### src/rtl/shift_pkg.sv
// Shared types and constants for the multi-cycle shift sequencer.
package shift_pkg;

    typedef enum logic [1:0] {
        IDLE  = 2'd0,
        SHIFT = 2'd1,
        DONE  = 2'd2
    } state_t;

    localparam logic DIR_LEFT  = 1'b0;
    localparam logic DIR_RIGHT = 1'b1;

    localparam int WIDTH = 4;
    localparam int AMT_W = 3;

endpackage

### src/rtl/multi_shift_seq.sv
// Drives an external combinational 1-bit shifter once per clock to build an
// N-bit logical shift, with valid/ready request and result handshakes.
module multi_shift_seq
    import shift_pkg::*;
#(
    parameter int WIDTH = shift_pkg::WIDTH,
    parameter int AMT_W = shift_pkg::AMT_W
) (
    input  logic             clk,
    input  logic             nrst,
    input  logic             in_valid,
    output logic             in_ready,
    input  logic [WIDTH-1:0] in_data,
    input  logic [AMT_W-1:0] in_amt,
    input  logic             in_dir,
    output logic [WIDTH-1:0] sh_i,
    output logic             sh_l,
    output logic             sh_r,
    input  logic [WIDTH-1:0] sh_o,
    output logic             out_valid,
    input  logic             out_ready,
    output logic [WIDTH-1:0] out_data,
    output logic             busy
);

    state_t             state_q, state_d;
    logic [WIDTH-1:0]   data_q,  data_d;
    logic [AMT_W-1:0]   cnt_q,   cnt_d;
    logic               dir_q,   dir_d;

    always_ff @(posedge clk) begin
        if (!nrst) begin
            state_q <= IDLE;
            data_q  <= '0;
            cnt_q   <= '0;
            dir_q   <= 1'b0;
        end else begin
            state_q <= state_d;
            data_q  <= data_d;
            cnt_q   <= cnt_d;
            dir_q   <= dir_d;
        end
    end

    // Outputs depend only on registered state, so there is no input-to-output path.
    always_comb begin
        state_d   = state_q;
        data_d    = data_q;
        cnt_d     = cnt_q;
        dir_d     = dir_q;
        in_ready  = 1'b0;
        out_valid = 1'b0;
        sh_l      = 1'b0;
        sh_r      = 1'b0;
        unique case (state_q)
            IDLE: begin
                in_ready = 1'b1;
                if (in_valid) begin
                    data_d  = in_data;
                    cnt_d   = in_amt;
                    dir_d   = in_dir;
                    state_d = (in_amt != '0) ? SHIFT : DONE;
                end
            end
            SHIFT: begin
                sh_l   = (dir_q == DIR_LEFT);
                sh_r   = (dir_q == DIR_RIGHT);
                data_d = sh_o;
                cnt_d  = cnt_q - AMT_W'(1);
                if (cnt_q == AMT_W'(1)) begin
                    state_d = DONE;
                end
            end
            DONE: begin
                out_valid = 1'b1;
                if (out_ready) begin
                    state_d = IDLE;
                end
            end
            default: begin
                state_d = IDLE;
            end
        endcase
    end

    assign sh_i     = data_q;
    assign out_data = data_q;
    assign busy     = (state_q != IDLE);

endmodule
### config.mk
export PLATFORM = sky130hd
export DESIGN_NAME = multi_shift_seq
export DESIGN_NICKNAME = d
export VERILOG_FILES = /design/src/rtl/shift_pkg.sv /design/src/rtl/multi_shift_seq.sv
export SDC_FILE = /design/constraint.sdc
export NUM_CORES = 1
export LEC_CHECK = 0
export BUFFER_PORTS_ARGS = -buffer_cell sky130_fd_sc_hd__buf_2
export CAP_MARGIN = 30
export CORE_MARGIN = 2
export CORE_UTILIZATION = 40
export CTS_BUF_LIST = sky130_fd_sc_hd__clkbuf_4
export CTS_CLUSTER_DIAMETER = 150
export DETAILED_ROUTE_END_ITERATION = 8
export GPL_TIMING_DRIVEN = 0
export PLACE_DENSITY_LB_ADDON = 0.12
export SYNTH_ARGS = -nofsm -noshare
export SYNTH_HDL_FRONTEND = slang
export SYNTH_SLANG_ARGS = --single-unit
### constraint.sdc
create_clock -name clk -period 1.15 [get_ports clk]
set_input_delay 0.115 -clock clk [delete_from_list [all_inputs] [get_ports clk]]
set_output_delay 0.115 -clock clk [all_outputs]
set_load 0.05 [all_outputs]
== Word level (Yosys, flattened, before mapping) ==
Index checks and enable logic that the tools add are counted.
Operators by class
  eq/ne operators: 6
  shift-type cells: 0
  $mul: 0
  bitwise gates (word level): 1
  div/mod/pow operators: 0
  reductions and logical operators: 7
  order comparisons: 0
  mux-type cells: 13
  add/subtract/negate cells: 1
Operator list (number)
  $mux 2: 4
  $pmux 4 s2: 1
  $ne 2x2->1 const B: 3
  $pmux 2 s3: 1
  $pmux 3 s2: 1
  $mux 1: 4
  $mux 4: 1
  $reduce_and 2->1: 2
  $reduce_bool 2->1: 2
  $eq 3x1->1 const B: 1
  $mux 3: 1
  $reduce_and 3->1: 1
  $reduce_bool 3->1: 1
  $sub 3x1->3 const B: 1
  $eq 2x1->1 const B: 1
  $eq 2x2->1 const B: 1
  $logic_not 2->1: 1
  $not 1->1: 1
Storage, ports and cells
  bits in latches: 0
  bits in registers: 10
  input port bits: 16
  memory bits (read-only): 0
  memories kept: 0
  word-level logic and storage cells: 32
  memory bits (writable): 0
  output and inout port bits: 13

== Depth between registers and ports, before layout ==
Gate-level depths: netlist of the first run.
  word-level depth: 4
  gate-level depth with buffers: 5
  gate-level depth less buffers: 5

== Worst setup path after synthesis of the first run ==
OpenSTA, ideal clock, no wires.
  path kind: reg-to-output
  start: register state_q[0]
  end: output port sh_l
  slack: -0.756 ns
  arrival time: 1.791 ns
  buffers on the path: 2
  required time: 1.035 ns
  cell stages (with the launch flop): 4
  cell sequence: dfxtp_1 > buf_6 > buf_2 > nor3b_1
Between the ends
  longest elaborated chain between the ends: 2
RTL lines
  from (decl): line multi_shift_seq.sv:26  | state_t state_q, state_d;
  from (signal assigned): line multi_shift_seq.sv:38  | state_q <= state_d;
  $eq 2x1->1: line multi_shift_seq.sv:55  | unique case (state_q)
  $mux 1: line multi_shift_seq.sv:55
  to (decl): line multi_shift_seq.sv:17  | output logic sh_l,
No other way between the ends.

== Worst setup path in the final report of the first run ==
  start: register state_q[0]
  end: register state_q[1]
Between the ends
  longest elaborated chain between the ends: 3
  elaborated cells between the ends (all ways): 8
  classes of those cells: 5 x eq/ne; 1 x mux; 2 x reduce/logical
RTL lines (line)
  $eq 2x1->1 (tied with other cells): multi_shift_seq.sv:55
  $ne 2x2->1 (no source line)
  $reduce_and 3->1 (no source line)
Parallel ways exist; a longest one is shown, timed or not.
A chain may end at the register's enable or synchronous reset.

==> out/metrics.yaml, run 1 <==
run_status:
  outcome: "finished, violations left"
  violations: "setup timing"
routing:
  ant_nets: 0
  firstDrtPassIters: 3
  vias: 594
  drt_iter0_drc: 2
  wl_per_cell_um: 11.4
  wirelength_um: 1380
  vias_per_cell: 4.91
  drc: 0
cts:
  cts_tree: "done"
  clockBufferDepth: 2
  clkTransAtPathRegs_ps: 70
  clk_latency_ps: 270
  cts.sinks: 10
  cts_made_buffers: 3
  ctsRootBufferMaster: "clkbuf_4"
  postCtsHoldBufs: 0
  cts_max_level: 1
min_path:
  hold_class: "primary input to flip-flop"
timing:
  worst_slack_ps: -78.6
  tightest_slew_ps: 429
  max_slew_margin_pct: 71.4
  hold_violations: 0
  period_share_pct: 107
  fmax_mhz: 814
  rsz0062_at_grt: "yes"
  fin_worst_skew_ps: 0.422
  setup_violations: 7
  fin_crit_ps: 1230
  drv_slew: 0
synthesis:
  synthSimpleGateAreaFrac_pct: 22.4
  ys_seq_area_share_pct: 32.9
  synth_fa_ha_area_share_pct: 4.11
  yosys-top-cells-count: "dfxtp_1 (10), o211a_1 (6), buf_4 (5), mux2i_1 (5), nand2_1 (5)"
  ys.warnings.count: 0
  ys_types: 28
  yosysTopAreaCell: "dfxtp_1"
  syn-num-nets: 86
  syn_area_per_cell_um2: 8.96
  synth_top_family_by_area: "simple AND/OR/NAND/NOR gates"
  synth-xor-area-share_pct: 0
  synth_top_area_share_pct: 32.9
  syn_area_um2: 609
  ys_async_sr_fraction_pct: 0
  synth_compound_area_share_pct: 19.7
  synth.area.mux_share_pct: 8.21
  ys_ff_latch: 10
  synth-edff-count: 0
  ys_top_cells_by_area: "dfxtp_1 (33%), o211a_1 (9.9%), mux2i_1 (8.2%)"
  synth_cells: 68
  synth_most_common_cell: "dfxtp_1"
  synth-main-ff-cell: "dfxtp_1"
cells_and_area:
  multi_input_area_um2: 359
  syn_to_final_growth_pct: 54.2
  diodes: 0
  utilization_pct: 63.9
  seq_area_um2: 206
  finalNetCount: 124
  drive_gt1_share_pct: 53.3
  fillers: 138
power:
  power_frac_clock_pct: 17.5
  p_sw_w: 0.000586
  p_int_w: 0.000859
  power_density_nw_per_um2: 1540
  max-vdd-ir-drop_uv: 827
  total_power_w: 0.00144
  pwr-share-seq_pct: 30.2
  combPwrFrac_pct: 52.3
  p_sw_share_pct: 40.6
  leakagePower_nw: 0.491
floorplan:
  chipWidth_um: 43.0
  core_area_um2: 1470
  row_count: 14
  pin_count: 29
  start_util_pct: 41.4
  die_area_um2: 1850
  die_h_um: 43.0
global_routing:
  grt_usage_pct: 17.0
  grt_pass1_wl_um: 2310
  grt_antenna_before_repair: 0
  grt_pass1_vias: 566
  grt_max_degree: 11
  grt_overflow: 0
setup_path:
  critPathSlowestCell: "or3b_4"
  worstSetupPathType: "flip-flop to flip-flop"
  worst-path-max-fanout: 5
  cp-start-kind: "flip-flop"
  endpoint_kind: "flip-flop"
  cp_data_arrival_time_ps: 1380
  path_cells: "buf_12 > or3b_4 > o211ai_1 > a21oi_1"
  cp.required_ps: 1300
  cpPeakStageDelay_ps: 390
place:
  gp_congestion: 0.717
  place_hpwl_um: 958
  io_buffers: 27
job:
  maxCapViolCount: 0
critical path, delay by kind of cell, from the launching register on:
kind | cells | cell delay, ps
buffers and inverters | 1 | 130
and+or+nand+nor | 1 | 390
AOI/OAI and AO/OA | 2 | 220
DFF | 1 | 360
sequential cells by signal, summed over array words and instances (netlist names):
signal,cells
out_data,4
cnt_q,3
state_q,2
dir_q,1
logic make-up (layout without fill, tap and decap cells):
kind of cell,after synthesis,count (layout)
AND/OR/NAND/NOR,23,23
flip-flops,10,10
AO/OA/AOI/OAI,15,15
buffers and inverters,13,50
multiplexers,5,5
adder cells (fa/ha/maj),2,2
worst paths after layout:
| check | from | end | slack, ps | cells after the start |
|---|---|---|---|---|
| min reg2reg | cnt_q[0] | cnt_q[0] | 490 | 2 |
| max | state_q[0] | state_q[1] | -80 | 4 |
| min | in_dir | dir_q | 100 | 3 |
| max reg2reg | state_q[0] | state_q[1] | -80 | 4 |
cell usage in the layout (no fill, tap or decap), drive strengths merged:
master and instances:
o21ba 1, ha 2, clkinv 1, buf 40, nand3b 1, o211a 6
nor2 3, mux2i 5, a21boi 2, a21oi 1, or3b 1, clkbuf 5
o21ai 2, nand2 5, and3b 1, inv 4, o211ai 1, nor2b 1
or2b 1, and3 1, nor3 2, nand3 2, nand2b 3, dfxtp 10
nor3b 2, a31oi 2
cell type report:
cell class	count	share of cell area, %
Multi-Input combinational cell	45	38.2
Timing Repair Buffer	34	25.7
Sequential cell	10	22.0
Buffer	8	7.59
Clock buffer	3	2.40
Tap cell	16	2.13
Inverter	4	1.60
Clock inverter	1	0.399
power by group through the flow:
stage	sequential, W	combinational, W	clock, W
floorplan	0.000500	0.000435	0
global placement	0.000431	0.000624	0
detailed placement	0.000435	0.000628	0
CTS	0.000429	0.000751	0.000264
global route	0.000445	0.000809	0.000276
finish	0.000436	0.000756	0.000252
what timing repair did:
item                                   in CTS  in global routing
pin swaps                                   1                  3
endpoints found under the hold margin       0                  0
setup endpoints to repair                  13                 16
setup buffers                               6                  0
gates resized for setup                    17                 11
gates cloned                                1                  0
routing by layer:
layer | share of wire, % | wire length [um] | GRT usage, %
met5 | 0 | 0 | 0
met4 | 2.0 | 27 | 7.27
met3 | 6.1 | 84 | 6.38
met2 | 49 | 671 | 30.0
met1 | 43 | 591 | 17.8
stage by stage:
stage                     area [um2]  TNS, ps  instances  worst slack, ps  hold slack, ps
after floorplan                  634     -121         68            -62.3             271
after global placement           790     -522        111            -79.6             383
after detailed placement         790     -612        111            -91.4             394
after CTS                        927    -1050        122             -138             105
after global routing             940     -737        121             -112            92.6
final                            940     -368        121            -78.6            98.4
No activity file was read; power rests on OpenSTA's default activity.
==> inputs of run 2 (changes only) <==
BUFFER_PORTS_ARGS = unset   (was -buffer_cell sky130_fd_sc_hd__buf_2)
DONT_BUFFER_PORTS = 1   (was unset)
==> out/metrics.yaml, run 2 (synthesis gave the netlist of run 1 again) <==
routing:
  vias_per_cell: 5.36
  drc: 0
  firstDrtPassIters: 4
  wirelength_um: 1300
  ant_nets: 0
  drt_iter0_drc: 3
  wl_per_cell_um: 14.1
  vias: 493
cts:
  cts_max_level: 1
  cts.sinks: 10
  ctsRootBufferMaster: "clkbuf_4"
  clockBufferDepth: 2
  postCtsHoldBufs: 0
  cts_made_buffers: 3
  cts_tree: "done"
  clk_latency_ps: 270
  clkTransAtPathRegs_ps: 60
min_path:
  hold_class: "primary input to flip-flop"
setup_path:
  endpoint_kind: "primary output"
  worst-path-max-fanout: 4
  worstSetupPathType: "flip-flop to primary output"
  cp.required_ps: 1030
  cp_data_arrival_time_ps: 1440
  cp-start-kind: "flip-flop"
floorplan:
  die_h_um: 43.0
  die_area_um2: 1850
  pin_count: 29
  row_count: 14
  core_area_um2: 1470
  start_util_pct: 41.4
  chipWidth_um: 43.0
timing:
  rsz0062_at_grt: "yes"
  tightest_slew_ps: 571
  hold_violations: 0
  fin_crit_ps: 1550
  drv_slew: 0
  setup_violations: 14
  period_share_pct: 135
  max_slew_margin_pct: 61.9
  worst_slack_ps: -400
  fmax_mhz: 645
  fin_worst_skew_ps: 2.39
  setup_tns_ps: -1720
global_routing:
  grt_use_met1_pct: 17.4
  grt-busiest-layer: "met2"
  grt_pass1_wl_um: 2210
  grt_max_degree: 11
  grt_util_met3_pct: 10.2
  grt_pass1_vias: 480
  grt_util_met2_pct: 25.5
  grt_overflow: 0
  grt_antenna_before_repair: 0
  grt_usage_pct: 16.2
cells_and_area:
  drive_gt1_share_pct: 40.8
  final_cell_mix: "o211a_1 (6), buf_4 (6), buf_6 (5), mux2i_1 (5), nand2_1 (5)"
  utilization_pct: 52.6
  syn_to_final_growth_pct: 27.1
  diodes: 0
  finalNetCount: 95
  largest_reg_flops: 4
power:
  leakagePower_nw: 0.355
  max-vdd-ir-drop_uv: 856
  power_density_nw_per_um2: 1700
job:
  maxCapViolCount: 0
run_status:
  violations: "setup timing"
  outcome: "finished, violations left"
place:
  place_hpwl_um: 882
  gp_congestion: 0.780
  io_buffers: 0
[run 2: final timing paths]
| path | cells past startpoint | slack, ps | startpoint | end |
|---|---|---|---|---|
| max | 3 | -400 | state_q[1] | busy |
| min | 2 | 2 | in_dir | dir_q |
| max reg2reg | 4 | -150 | state_q[0] | state_q[1] |
| min reg2reg | 1 | 520 | cnt_q[1] | cnt_q[1] |
[run 2: area by class of cell]
type | count | area [um2]
Sequential cell | 10 | 218
Buffer | 8 | 67.6
Clock inverter | 1 | 3.75
Tap cell | 16 | 20.0
Fill cell | 141 | 697
Multi-Input combinational cell | 45 | 382
Timing Repair Buffer | 5 | 42.5
Clock buffer | 3 | 22.5
Inverter | 4 | 18.8
[run 2: power breakdown]
| group | total [W] | switching [W] | internal (W) |
|---|---|---|---|
| logic | 0.000548 | 0.000322 | 0.000226 |
| clock network | 0.000252 | 0.000126 | 0.000126 |
| registers | 0.000521 | 0.000116 | 0.000405 |
[run 2: through the flow]
stage	total power (W)	hold slack [ps]	cells	worst slack, ps	cell area [um2]
final	0.00132	1.82	92	-400	774
after global routing	0.00140	0.444	92	-462	774
after CTS	0.00131	0.394	92	-409	756
after detailed placement	0.000983	285	84	-133	654
after global placement	0.000981	277	84	-128	654
after floorplan	0.000935	271	68	-62.3	634
[run 2: what timing repair did]
action	in CTS	in global routing
setup endpoints to repair	19	15
resized for setup	18	6
pin swaps	2	5
cloned	1	0
buffers inserted	3	1
[run 2: critical path, stage by stage, from the launching register on]
cell and delay, ps:
dfxtp_2 320, buf_6 110, nor2_4 350, clkinvlp_4 380
[run 2: layer usage]
layer,part of all wire [%],wire [um]
met1,40,522
met2,50,650
met4,2.1,27
met5,0,0
met3,7.8,101
